`src/rtl/multicycle_controller_if.sv`:
```
// Control bus between the multicycle controller and its datapath/memory.
// The master side is the controller: it samples the opcode, ALU zero flag
// and memory handshake, and drives every datapath enable and mux select.
// The slave side is the datapath, which supplies those inputs and consumes
// the controls.

interface multicycle_controller_if;
  logic [6:0] op;
  logic       Zero;
  logic       mem_ready;
  logic       PCWrite;
  logic       AdrSrc;
  logic       MemWrite;
  logic       IRWrite;
  logic       RegWrite;
  logic [1:0] ResultSrc;
  logic [1:0] ALUSrcA;
  logic [1:0] ALUSrcB;
  logic [1:0] ALUOp;
  logic [3:0] state;
  logic       instr_done;
  logic       err;

  modport master (
    input  op, Zero, mem_ready,
    output PCWrite, AdrSrc, MemWrite, IRWrite, RegWrite,
           ResultSrc, ALUSrcA, ALUSrcB, ALUOp, state, instr_done, err
  );

  modport slave (
    output op, Zero, mem_ready,
    input  PCWrite, AdrSrc, MemWrite, IRWrite, RegWrite,
           ResultSrc, ALUSrcA, ALUSrcB, ALUOp, state, instr_done, err
  );
endinterface

```
`src/rtl/multicycle_controller.sv`:
```
// Multicycle RISC-V style control FSM with a memory-wait watchdog.
// Optional feature macro: JALR_SUPPORT_EN adds the JALR_ADR/JALR_JMP path.
// Without it, opcode 1100111 is treated as illegal.
//
// The control word for the current state is registered alongside the state.
// The few outputs that must follow an input within the same cycle
// (PCWrite/IRWrite on mem_ready, PCWrite on Zero, instr_done on mem_ready)
// are a registered qualifier ANDed with that input.
// A watchdog counts consecutive mem_ready=0 cycles in the three memory-wait
// states and forces ERROR when the count reaches MEM_TIMEOUT. ERROR is
// sticky until reset.

module multicycle_controller #(
  parameter int MEM_TIMEOUT = 15
) (
  input  logic                   clk,
  input  logic                   reset,
  multicycle_controller_if.master bus
);

  localparam logic [3:0] TIMEOUT = MEM_TIMEOUT[3:0];

  localparam logic [6:0] OP_LOAD   = 7'b0000011;
  localparam logic [6:0] OP_STORE  = 7'b0100011;
  localparam logic [6:0] OP_RTYPE  = 7'b0110011;
  localparam logic [6:0] OP_ITYPE  = 7'b0010011;
  localparam logic [6:0] OP_BRANCH = 7'b1100011;
  localparam logic [6:0] OP_JAL    = 7'b1101111;
`ifdef JALR_SUPPORT_EN
  localparam logic [6:0] OP_JALR   = 7'b1100111;
`endif

`ifdef JALR_SUPPORT_EN
  typedef enum logic [3:0] {
    FETCH    = 4'd0,
    DECODE   = 4'd1,
    MEMADR   = 4'd2,
    MEMREAD  = 4'd3,
    MEMWB    = 4'd4,
    MEMWRITE = 4'd5,
    EXECUTER = 4'd6,
    EXECUTEI = 4'd7,
    ALUWB    = 4'd8,
    BEQ      = 4'd9,
    JAL      = 4'd10,
    JALR_ADR = 4'd11,
    JALR_JMP = 4'd12,
    ERROR    = 4'd13
  } state_t;
`else
  typedef enum logic [3:0] {
    FETCH    = 4'd0,
    DECODE   = 4'd1,
    MEMADR   = 4'd2,
    MEMREAD  = 4'd3,
    MEMWB    = 4'd4,
    MEMWRITE = 4'd5,
    EXECUTER = 4'd6,
    EXECUTEI = 4'd7,
    ALUWB    = 4'd8,
    BEQ      = 4'd9,
    JAL      = 4'd10,
    ERROR    = 4'd13
  } state_t;
`endif

  // Registered control word; the *On* fields are qualifiers that are
  // combined with a live input before reaching the port.
  typedef struct packed {
    logic       pcWrite;
    logic       pcWriteOnReady;
    logic       pcWriteOnZero;
    logic       adrSrc;
    logic       memWrite;
    logic       irWriteOnReady;
    logic       regWrite;
    logic [1:0] resultSrc;
    logic [1:0] aluSrcA;
    logic [1:0] aluSrcB;
    logic [1:0] aluOp;
    logic       doneAlways;
    logic       doneOnReady;
  } ctrl_t;

  state_t     state_q, state_d;
  logic [3:0] waitCnt_q, waitCnt_d;
  logic       err_q;
  ctrl_t      ctrl_q;

  logic       waitState;
  logic       timedOut;

  // Control word produced while sitting in a given state
  function automatic ctrl_t ctrlFor(input state_t s);
    ctrl_t c;
    c = '0;
    case (s)
      FETCH: begin
        c.aluSrcB        = 2'b10;
        c.resultSrc      = 2'b10;
        c.irWriteOnReady = 1'b1;
        c.pcWriteOnReady = 1'b1;
      end
      DECODE: begin
        c.aluSrcA = 2'b01;
        c.aluSrcB = 2'b01;
      end
      MEMADR: begin
        c.aluSrcA = 2'b10;
        c.aluSrcB = 2'b01;
      end
      MEMREAD: begin
        c.adrSrc = 1'b1;
      end
      MEMWB: begin
        c.resultSrc  = 2'b01;
        c.regWrite   = 1'b1;
        c.doneAlways = 1'b1;
      end
      MEMWRITE: begin
        c.adrSrc      = 1'b1;
        c.memWrite    = 1'b1;
        c.doneOnReady = 1'b1;
      end
      EXECUTER: begin
        c.aluSrcA = 2'b10;
        c.aluOp   = 2'b10;
      end
      EXECUTEI: begin
        c.aluSrcA = 2'b10;
        c.aluSrcB = 2'b01;
        c.aluOp   = 2'b10;
      end
      ALUWB: begin
        c.regWrite   = 1'b1;
        c.doneAlways = 1'b1;
      end
      BEQ: begin
        c.aluSrcA       = 2'b10;
        c.aluOp         = 2'b01;
        c.pcWriteOnZero = 1'b1;
        c.doneAlways    = 1'b1;
      end
      JAL: begin
        c.aluSrcA = 2'b01;
        c.aluSrcB = 2'b10;
        c.pcWrite = 1'b1;
      end
`ifdef JALR_SUPPORT_EN
      JALR_ADR: begin
        c.aluSrcA = 2'b10;
        c.aluSrcB = 2'b01;
      end
      JALR_JMP: begin
        c.aluSrcA = 2'b01;
        c.aluSrcB = 2'b10;
        c.pcWrite = 1'b1;
      end
`endif
      default: c = '0;
    endcase
    return c;
  endfunction

  assign waitState = (state_q == FETCH) || (state_q == MEMREAD) || (state_q == MEMWRITE);
  assign timedOut  = (waitCnt_q == TIMEOUT) && !bus.mem_ready;

  // Next-state selection; the watchdog overrides any wait state that has stalled too long
  always_comb begin
    state_d = state_q;
    case (state_q)
      FETCH: begin
        if (bus.mem_ready)  state_d = DECODE;
        else if (timedOut)  state_d = ERROR;
      end
      DECODE: begin
        case (bus.op)
          OP_LOAD, OP_STORE: state_d = MEMADR;
          OP_RTYPE:          state_d = EXECUTER;
          OP_ITYPE:          state_d = EXECUTEI;
          OP_BRANCH:         state_d = BEQ;
          OP_JAL:            state_d = JAL;
`ifdef JALR_SUPPORT_EN
          OP_JALR:           state_d = JALR_ADR;
`endif
          default:           state_d = ERROR;
        endcase
      end
      MEMADR:   state_d = (bus.op == OP_LOAD) ? MEMREAD : MEMWRITE;
      MEMREAD: begin
        if (bus.mem_ready)  state_d = MEMWB;
        else if (timedOut)  state_d = ERROR;
      end
      MEMWB:    state_d = FETCH;
      MEMWRITE: begin
        if (bus.mem_ready)  state_d = FETCH;
        else if (timedOut)  state_d = ERROR;
      end
      EXECUTER: state_d = ALUWB;
      EXECUTEI: state_d = ALUWB;
      ALUWB:    state_d = FETCH;
      BEQ:      state_d = FETCH;
      JAL:      state_d = ALUWB;
`ifdef JALR_SUPPORT_EN
      JALR_ADR: state_d = JALR_JMP;
      JALR_JMP: state_d = ALUWB;
`endif
      ERROR:    state_d = ERROR;
      default:  state_d = ERROR;
    endcase
  end

  // Watchdog count restarts on any state change or completed access
  always_comb begin
    waitCnt_d = '0;
    if ((state_d == state_q) && waitState && !bus.mem_ready) begin
      waitCnt_d = waitCnt_q + 4'd1;
    end
  end

  // State, watchdog, sticky fault and registered control word
  always_ff @(posedge clk or posedge reset) begin
    if (reset) begin
      state_q   <= FETCH;
      waitCnt_q <= '0;
      err_q     <= 1'b0;
      ctrl_q    <= ctrlFor(FETCH);
    end else begin
      state_q   <= state_d;
      waitCnt_q <= waitCnt_d;
      err_q     <= err_q | (state_d == ERROR);
      ctrl_q    <= ctrlFor(state_d);
    end
  end

  // Fetch strobes are also held off while reset is asserted so an aborted
  // instruction never loads PC/IR on a stray mem_ready.
  assign bus.PCWrite    = ctrl_q.pcWrite
                        | (ctrl_q.pcWriteOnReady & bus.mem_ready & ~reset)
                        | (ctrl_q.pcWriteOnZero & bus.Zero);
  assign bus.IRWrite    = ctrl_q.irWriteOnReady & bus.mem_ready & ~reset;
  assign bus.AdrSrc     = ctrl_q.adrSrc;
  assign bus.MemWrite   = ctrl_q.memWrite;
  assign bus.RegWrite   = ctrl_q.regWrite;
  assign bus.ResultSrc  = ctrl_q.resultSrc;
  assign bus.ALUSrcA    = ctrl_q.aluSrcA;
  assign bus.ALUSrcB    = ctrl_q.aluSrcB;
  assign bus.ALUOp      = ctrl_q.aluOp;
  assign bus.instr_done = ctrl_q.doneAlways | (ctrl_q.doneOnReady & bus.mem_ready);
  assign bus.err        = err_q;
  assign bus.state      = state_q;

endmodule

```
`src/flat_wrapper.sv`:
```
// flat-port wrapper written by rule: the top's interface ports become plain ports
module multicycle_controller_flat 
#(
  parameter int MEM_TIMEOUT = 15
)
  (clk, reset, bus_op, bus_Zero, bus_mem_ready, bus_PCWrite, bus_AdrSrc, bus_MemWrite, bus_IRWrite, bus_RegWrite, bus_ResultSrc, bus_ALUSrcA, bus_ALUSrcB, bus_ALUOp, bus_state, bus_instr_done, bus_err);
  multicycle_controller_if bus_i ();
  input  logic clk;
  input  logic reset;
  input wire logic [$bits(bus_i.op)-1:0] bus_op;
  input wire logic [$bits(bus_i.Zero)-1:0] bus_Zero;
  input wire logic [$bits(bus_i.mem_ready)-1:0] bus_mem_ready;
  output wire logic [$bits(bus_i.PCWrite)-1:0] bus_PCWrite;
  output wire logic [$bits(bus_i.AdrSrc)-1:0] bus_AdrSrc;
  output wire logic [$bits(bus_i.MemWrite)-1:0] bus_MemWrite;
  output wire logic [$bits(bus_i.IRWrite)-1:0] bus_IRWrite;
  output wire logic [$bits(bus_i.RegWrite)-1:0] bus_RegWrite;
  output wire logic [$bits(bus_i.ResultSrc)-1:0] bus_ResultSrc;
  output wire logic [$bits(bus_i.ALUSrcA)-1:0] bus_ALUSrcA;
  output wire logic [$bits(bus_i.ALUSrcB)-1:0] bus_ALUSrcB;
  output wire logic [$bits(bus_i.ALUOp)-1:0] bus_ALUOp;
  output wire logic [$bits(bus_i.state)-1:0] bus_state;
  output wire logic [$bits(bus_i.instr_done)-1:0] bus_instr_done;
  output wire logic [$bits(bus_i.err)-1:0] bus_err;
  assign bus_i.op = bus_op;
  assign bus_i.Zero = bus_Zero;
  assign bus_i.mem_ready = bus_mem_ready;
  assign bus_PCWrite = bus_i.PCWrite;
  assign bus_AdrSrc = bus_i.AdrSrc;
  assign bus_MemWrite = bus_i.MemWrite;
  assign bus_IRWrite = bus_i.IRWrite;
  assign bus_RegWrite = bus_i.RegWrite;
  assign bus_ResultSrc = bus_i.ResultSrc;
  assign bus_ALUSrcA = bus_i.ALUSrcA;
  assign bus_ALUSrcB = bus_i.ALUSrcB;
  assign bus_ALUOp = bus_i.ALUOp;
  assign bus_state = bus_i.state;
  assign bus_instr_done = bus_i.instr_done;
  assign bus_err = bus_i.err;
  multicycle_controller #(.MEM_TIMEOUT(MEM_TIMEOUT)) u_core (.clk(clk), .reset(reset), .bus(bus_i));
endmodule
```
`config.mk`:
```
export PLATFORM = sky130hd
export DESIGN_NAME = multicycle_controller_flat
export DESIGN_NICKNAME = d
export VERILOG_FILES = /design/src/rtl/multicycle_controller_if.sv /design/src/rtl/multicycle_controller.sv /design/src/flat_wrapper.sv
export SDC_FILE = /design/constraint.sdc
export NUM_CORES = 1
export LEC_CHECK = 0
export CAP_MARGIN = 30
export CORE_MARGIN = 8
export CORE_UTILIZATION = 45
export DETAILED_ROUTE_END_ITERATION = 12
export DONT_BUFFER_PORTS = 1
export PLACE_DENSITY = 0.58
export SKIP_LAST_GASP = 1
export SLEW_MARGIN = 20
export SYNTH_ARGS = -nofsm -noshare
export SYNTH_HDL_FRONTEND = slang
export SYNTH_SLANG_ARGS = --single-unit
```
`constraint.sdc`:
```
create_clock -name clk -period 2.2 [get_ports clk]
set_input_delay 0.22 -clock clk [delete_from_list [all_inputs] [get_ports clk]]
set_output_delay 0.22 -clock clk [all_outputs]
set_load 0.01 [all_outputs]
```
==> summary.log, run 1 <==
qor: logic_synthesis.synth_top_cells_by_count 21 x dfrtp_1, 12 x nor2_1, 8 x buf_4
qor: logic_synthesis.postSynthAreaPerCell 9.970 sq um
qor: clock_network.clock_input_transition_at_the_sequential_cells_of_the_worst_setup_and_hold_paths 0.12 ns
qor: logic_synthesis.count_of_cell_types_in_the_netlist 42
qor: logic_synthesis.synth_top_area_cell dfrtp_1
qor: layout.final_layout_size_suffix_gt1_frac 0.1789
qor: critical_path.critical_path.endpoint_type flip-flop
qor: critical_path.cp_data_required_time 2.45 ns
qor: clock_network.worst_skew_pair.late_latency 0.30 ns
qor: critical_path.critical_path_peak_fanout 11
qor: clock_network.cts_sinks 23
qor: outcome.run_status finished clean
qor: floorplanning.pin_count 30
qor: routing.ant_nets 0
qor: routing.drt_first_pass_iters 4
qor: routing.routed_wire_length_per_instance 15.97 um
qor: floorplanning.die-area 4709 sq um
qor: logic_synthesis.top_cells_by_area_in_the_synthesized_netlist dfrtp_1 42%, buf_4 4.8%, dfstp_2 4.2%
qor: critical_path.worstRegToRegCells 7
qor: power_and_ir_drop.report.power.total 0.001812 W
qor: critical_path.criticalPathCategory reg -> reg
qor: global_route.grt_antenna_before_repair 0
qor: clock_network.cts_inserted_buffers 3
qor: sta.total_setup_violations_reported_at_the_end_of_the_flow 0
qor: clock_network.post_cts_buffers 0
qor: sta.tightestPinTransition 0.5148 ns
qor: placement.count_of_input_and_output_buffers 0
qor: logic_synthesis.synth_top_flop_cell dfrtp_1
qor: clock_network.clk_root_buffer_cell clkbuf_4
qor: job.timing.max_cap.violations 0
qor: floorplanning.fp.coreArea 2686 sq um
qor: sta.setup_repair_after_global_routing_missed_its_margin false
qor: logic_synthesis.most_common_cell_in_the_netlist dfrtp_1
qor: critical_path.crit_chain nor2b_1 > mux2i_1 > nor3_1 > a221oi_4 > inv_4 > or3_4 > nor2b_2
qor: logic_synthesis.synth_top_family_by_area simple AND/OR/NAND/NOR gates
qor: critical_path.crit_path_start u_core.bus.state[0]$_DFF_PP0_
qor: floorplanning.chipHeight 68.63 um
qor: clock_network.cts_tree built
qor: layout.fin_area 1289 sq um
qor: logic_synthesis.share_of_the_synthesized_netlist_area_taken_by_xor_and_xnor_gates 0.04217
qor: critical_path.worstSetupPathDepth 7
qor: floorplanning.initial_core_util 0.4639
qor: logic_synthesis.syn_inst 125
qor: critical_path.critPathLaunchType flip-flop
qor: logic_synthesis.synthSimpleGateAreaFrac 0.2440
qor: global_route.grt-ovfl-total 0
qor: logic_synthesis.synth-async-reset-ratio 1.000
qor: logic_synthesis.synth_enable_flop_cells 0
qor: layout.finalCoreUtilization 0.4797
qor: critical_path.worstReg2RegEnd u_core.ctrl_q[0]$_DFF_PP0_
qor: logic_synthesis.nets_in_the_synthesized_netlist 137
qor: logic_synthesis.syn-cell-area 1246 sq um
qor: logic_synthesis.number_of_warnings_printed_during_yosys_synthesis 0
qor: power_and_ir_drop.highest_ir_drop_seen_on_vdd 0.0008324 V
qor: critical_path.r2r-start u_core.bus.state[0]$_DFF_PP0_
qor: power_and_ir_drop.cellPowerDensity 1406 nW/um^2
qor: placement.placed_area 1251 sq um
qor: layout.finalNetCount 136
qor: clock_network.cts-htree-levels 1
qor: sta.fin_setup_tns 0 ns
qor: logic_synthesis.synth_mux_area_frac 0.01606
qor: logic_synthesis.postSynthRegisterBits 23
qor: logic_synthesis.compound_gate_portion_of_the_synthesized_area 0.1376
qor: critical_path.cp.arrival 2.29 ns
qor: routing.post_drt_via_cell_ratio 5.487
qor: placement.place.gp.congestion 0.8741
qor: sta.maxSlewHeadroom 0.6568
qor: placement.hpwl 1898 um
qor: sta.timing.final.max_slew_violations 0
qor: global_route.first_global_vias 785
qor: sta.maximum_clock_frequency 490.3 MHz
qor: routing.first_iter_violations 14
qor: layout.syn2layout_area_growth 3.414%
qor: critical_path.cp_num_buf_inv 1
qor: critical_path.timing.reg2reg.setup_slack 0.16 ns
qor: global_route.globalRouteTotalUtil 0.1075
qor: floorplanning.floorplan.die.width 68.63 um
qor: logic_synthesis.synth.yosys.seq_area_share 0.4639
qor: logic_synthesis.synthDominantCellAreaShare 0.4217
qor: sta.hold_viol_final 0
qor: floorplanning.std_cell_rows 19
qor: layout.diodes 0
qor: power_and_ir_drop.power.leakage 0.5748 nW
qor: sta.layout_worst_path_cycle_share 0.9270
qor: critical_path.cpLargestDelayFamily simple AND/OR/NAND/NOR gates
qor: clock_network.ctsLongestPathBuffers 2
qor: critical_path.timing.critical_path.to u_core.ctrl_q[0]$_DFF_PP0_
qor: routing.dr_total_vias 845
qor: critical_path.cpMaxStageDelayCell dfrtp_1
qor: sta.worst_hold_margin 0.2739 ns
qor: global_route.grt_pass1_wl 3843 um
qor: sta.final.min_clock_period 2.039 ns
qor: routing.finalWirelength 2460 um
qor: sta.maximum_clock_skew_at_final_layout 0.01153 ns
qor: routing.drc 0
qor: layout.filler_cell_count 249
qor: logic_synthesis.synth_adder_area_share 0.01004
qor: global_route.grt_max_degree 24
qor: hold_path.min-delay-path-class in -> reg
qor: critical_path.max_incr_delay_on_cp 0.51 ns
==> layer usage <==
layer  vias up  track usage  part of all wire
li1        419            -                 -
met1       398       0.1256              0.41
met2        28       0.1742              0.46
met3         0      0.05816              0.13
met4         0      0.01535                 0
met5         -            0                 0
==> kinds of logic (layout without fill, tap and decap cells) <==
family                     count (synthesis)  in the layout
AOI/OAI and AO/OA                         23             23
xor gates and xnor gates                   6              6
adders and majority gates                  1              1
buffers and inverters                     19             17
DFF                                       23             23
muxes                                      2              2
and+or+nand+nor                           51             51
==> metrics by stage <==
step,instances,setup slack [ns]
2_1_floorplan,125,0.2000
3_3_place_gp,149,0.1643
3_5_place_dp,149,0.1540
4_1_cts,154,0.1290
5_1_grt,154,0.04612
6_report,154,0.1605
==> registers in the layout, summed over array words and instances (netlist names) <==
signal,count
u_core.bus.ALUOp,2
u_core.bus.ALUSrcB,2
u_core.bus.err,1
u_core.bus.RegWrite,1
u_core.bus.AdrSrc,1
u_core.bus.ResultSrc,1
u_core.bus.ALUSrcA,2
u_core.bus.state,4
u_core.ctrl_q,5
u_core.waitCnt_q,4
==> layout make-up <==
class	count	area [sq um]	share of cell area
sequential	23	578.1	0.4485
multi-input combinational	83	561.8	0.4359
timing repair buffer	8	62.56	0.04854
tap	31	38.79	0.03010
clock buffer	4	26.28	0.02039
inverter	5	21.27	0.01650
==> worst min-delay path by stage <==
stage	slack, ns	from	cells after the start	to
2_1_floorplan	0.23	reset	1	u_core.bus.ALUOp[0]$_DFF_PP0_
3_3_place_gp	0.24	reset	2	u_core.bus.ALUSrcA[0]$_DFF_PP0_
3_5_place_dp	0.24	reset	2	u_core.bus.ALUOp[1]$_DFF_PP0_
4_1_cts	0.26	bus_mem_ready	4	u_core.waitCnt_q[3]$_DFF_PP0_
5_1_grt	0.27	bus_mem_ready	4	u_core.waitCnt_q[3]$_DFF_PP0_
6_report	0.27	bus_mem_ready	4	u_core.waitCnt_q[3]$_DFF_PP0_
==> layout by cell type, fill, tap and decap left out, types with 4 or more instances in the layout <==
cell type  instances
dfrtp_1           21
nor2_1            12
buf_4              7
nand2_1            6
o21ai_0            5
a21oi_1            5
xnor2_1            5
nand2b_1           4
nor3_1             4
nor2b_1            4
inv_1              4
==> worst reg2reg max path, delay by kind of cell (launching register included) <==
| family | cells | cell delay, ns |
|---|---|---|
| AOI/OAI and AO/OA | 1 | 0.49 |
| buffers and inverters | 1 | 0.06 |
| DFF | 1 | 0.51 |
| muxes | 1 | 0.14 |
| and+or+nand+nor | 4 | 0.79 |
==> where the power goes <==
part,switching (W),internal (W)
Combinational,0.000501,0.000428
Sequential,0.000135,0.000561
Clock,0.000116,0.0000706
==> timing repair <==
item | CTS | global route
setup endpoints to repair | 0 | 3
endpoints found under the hold margin | 21 | 0
hold buffers | 1 | 0
resized for setup | 0 | 1
(Power assumes the default switching activity.)
==> inputs of run 2 (changes only) <==
Settings changed: CORE_UTILIZATION 45 to 55, PLACE_DENSITY 0.58 to 0.68.
==> run 2 against run 1 <==
Against the previous run: sequential power rose by 3%; utilization rose by 12 points; clock power barely moved; final area rose by 1.7%; clock-buffer cell count fell by 1; via count rose by 1.9%; largest cell class unchanged; largest power group unchanged.
==> summary.log, run 2 (same netlist as run 1, synthesis figures left out) <==
qor: outcome.run_status finished clean
qor: layout.multi_input_area 570.5 sq um
qor: routing.drt_first_pass_iters 4
qor: critical_path.crit_path_frequent_cell nor2_1
qor: global_route.grt_antenna_before_repair 0
qor: routing.maxUsedRoutingLayer met4
qor: critical_path.critPathLaunchType flip-flop
qor: hold_path.min-delay-start bus_mem_ready
qor: sta.setup_repair_after_global_routing_missed_its_margin false
qor: layout.syn2layout_area_growth 5.221%
qor: routing.finalWirelength 2531 um
qor: clock_network.cts-htree-levels 1
qor: routing.dr_total_vias 861
qor: routing.drc 0
qor: sta.maxSlewHeadroom 0.7313
qor: sta.maximum_clock_frequency 508.5 MHz
qor: sta.tightestPinTransition 0.4000 ns
qor: layout.layoutNonFillerInstCount 153
qor: floorplanning.die-area 4045 sq um
qor: power_and_ir_drop.power_switching_share 0.4185
qor: clock_network.cts_inserted_buffers 3
qor: floorplanning.chipHeight 63.60 um
qor: critical_path.max_incr_delay_on_cp 0.51 ns
qor: global_route.grt_pass1_wl 4353 um
qor: floorplanning.std_cell_rows 17
qor: sta.fin_setup_tns 0 ns
qor: layout.largest_reg_flops 5
qor: critical_path.worstRegToRegCells 7
qor: critical_path.timing.reg2reg.setup_slack 0.23 ns
qor: sta.final.min_clock_period 1.967 ns
qor: critical_path.worstReg2RegEnd u_core.ctrl_q[0]$_DFF_PP0_
qor: global_route.first_global_vias 882
qor: routing.detail_route.wirelength.met1 1093 um
qor: clock_network.worst_skew_pair.late_latency 0.31 ns
qor: routing.route.met2.wl 1202 um
qor: hold_path.whs_endpoint u_core.waitCnt_q[1]$_DFF_PP0_
qor: floorplanning.fp.coreArea 2170 sq um
qor: routing.post_drt_via_cell_ratio 5.627
qor: layout.commonest_non_fill_non_tap_cell_in_the_layout dfrtp_1
qor: routing.dr_wl_met3 223 um
qor: routing.first_iter_violations 31
qor: placement.count_of_input_and_output_buffers 0
qor: hold_path.min-delay-path-class in -> reg
qor: layout.fin_area 1311 sq um
qor: sta.final_critical_path_setup_slack 0.2335 ns
qor: layout.finalCoreUtilization 0.6044
qor: critical_path.criticalPathCategory reg -> reg
qor: routing.routed_wire_length_per_instance 16.54 um
qor: layout.finalNetCount 138
qor: clock_network.cts_sinks 23
qor: power_and_ir_drop.comb_power_share 0.518
qor: layout.diodes 0
qor: placement.hpwl 1949 um
qor: hold_path.min_delay_path_depth 4
qor: sta.total_setup_violations_reported_at_the_end_of_the_flow 0
qor: power_and_ir_drop.highest_ir_drop_seen_on_vdd 0.0008824 V
qor: layout.final_cell_mix 20 x dfrtp_1, 12 x nor2_1, 9 x buf_4, 6 x nand2_1
qor: critical_path.cpMaxStageDelayCell dfrtp_1
qor: floorplanning.pin_count 30
qor: placement.place.gp.congestion 0.7981
qor: sta.hold_viol_final 0
qor: critical_path.critical_path.endpoint_type flip-flop
qor: placement.placed_area 1247 sq um
qor: layout.filler_cell_count 199
qor: power_and_ir_drop.cellPowerDensity 1434 nW/um^2
qor: critical_path.critical_path_peak_fanout 8
qor: critical_path.r2r-start u_core.bus.state[3]$_DFF_PP0_
qor: global_route.grt-ovfl-total 0
qor: job.timing.max_cap.violations 0
qor: sta.layout_worst_path_cycle_share 0.8939
qor: sta.timing.final.max_slew_violations 0
qor: routing.ant_nets 0
qor: global_route.globalRouteTotalUtil 0.1311
qor: clock_network.clk_root_buffer_cell clkbuf_4
qor: critical_path.cp_data_required_time 2.46 ns
qor: power_and_ir_drop.sequentialPowerShare 0.381
qor: power_and_ir_drop.switching_power 0.0007869 W
qor: power_and_ir_drop.power.leakage 0.5913 nW
qor: layout.largest-register u_core.ctrl_q
qor: clock_network.ctsLongestPathBuffers 2
qor: critical_path.cp.arrival 2.23 ns
qor: power_and_ir_drop.power.share.clock 0.101
qor: sta.maximum_clock_skew_at_final_layout 0.01877 ns
qor: global_route.grt_max_degree 24
qor: floorplanning.floorplan.die.width 63.60 um
qor: placement.pre_cts_ws 0.07222 ns
qor: floorplanning.initial_core_util 0.5744
qor: layout.sequential_cell_area 579.3 sq um
qor: clock_network.cts_tree built
qor: power_and_ir_drop.internal_power 0.001093 W
qor: layout.final_layout_size_suffix_gt1_frac 0.2080
qor: clock_network.clock_input_transition_at_the_sequential_cells_of_the_worst_setup_and_hold_paths 0.13 ns
qor: placement.post-place-cells 146
qor: critical_path.crit_chain buf_4 > nor2_1 > nor2_1 > a221oi_4 > inv_4 > or3_4 > nor2b_2
run 2: critical path, delay by kind of cell (launching register included):
family          cells  cell delay, ns
simple gates        4            0.80
flops               1            0.51
compound gates      1            0.32
buf+inv             2            0.27
run 2: timing repair:
| item | 4_1_cts | 5_1_grt |
|---|---|---|
| buffers inserted | 0 | 2 |
| hold buffers | 1 | 0 |
| hold endpoints to repair | 21 | 0 |
| endpoints found under the setup margin | 0 | 5 |
| gates resized for setup | 0 | 3 |
run 2: layer usage:
metal,track usage,up-vias
li1,-,425
met1,0.1532,413
met2,0.2129,21
met3,0.05830,2
met4,0.03343,0
met5,0,-
run 2: per-stage QoR:
| step | hold WS (ns) | total power, W |
|---|---|---|
| finish | 0.2563 | 0.001880 |
| global route | 0.2587 | 0.002032 |
| CTS | 0.2437 | 0.001820 |
| detailed placement | 0.2444 | 0.001634 |
| global placement | 0.2407 | 0.001598 |
| floorplan | 0.2261 | 0.001469 |
run 2: final cells by class:
class,count,share of cell area
multi-input cells,83,0.4351
flip-flops and latches,23,0.4418
clock inverters,1,0.003817
well taps,28,0.02672
inverters,5,0.01622
clock buffers,3,0.01718
repair buffers,10,0.05916
run 2: worst max path at each step:
stage,startpoint,endpoint,slack [ns],cells after the start
6_report,u_core.bus.state[3]$_DFF_PP0_,u_core.ctrl_q[0]$_DFF_PP0_,0.23,7
5_1_grt,u_core.waitCnt_q[0]$_DFF_PP0_,u_core.ctrl_q[1]$_DFF_PP0_,0.08,7
4_1_cts,u_core.bus.state[0]$_DFF_PP0_,u_core.ctrl_q[0]$_DFF_PP0_,0.06,5
3_5_place_dp,u_core.bus.state[0]$_DFF_PP0_,u_core.ctrl_q[0]$_DFF_PP0_,0.07,5
3_3_place_gp,u_core.bus.state[0]$_DFF_PP0_,u_core.ctrl_q[0]$_DFF_PP0_,0.17,7
2_1_floorplan,u_core.bus.state[1]$_DFF_PP0_,u_core.ctrl_q[0]$_DFF_PP0_,0.20,7
run 2: power by group through the flow:
stage / Sequential (W) / Clock [W] / Combinational (W)
final: 0.000715 / 0.000190 / 0.000974
after global placement: 0.000718 / 0 / 0.000880
after CTS: 0.000711 / 0.000193 / 0.000915
after floorplan: 0.000636 / 0 / 0.000834
after detailed placement: 0.000719 / 0 / 0.000915
after global routing: 0.000736 / 0.000215 / 0.00108
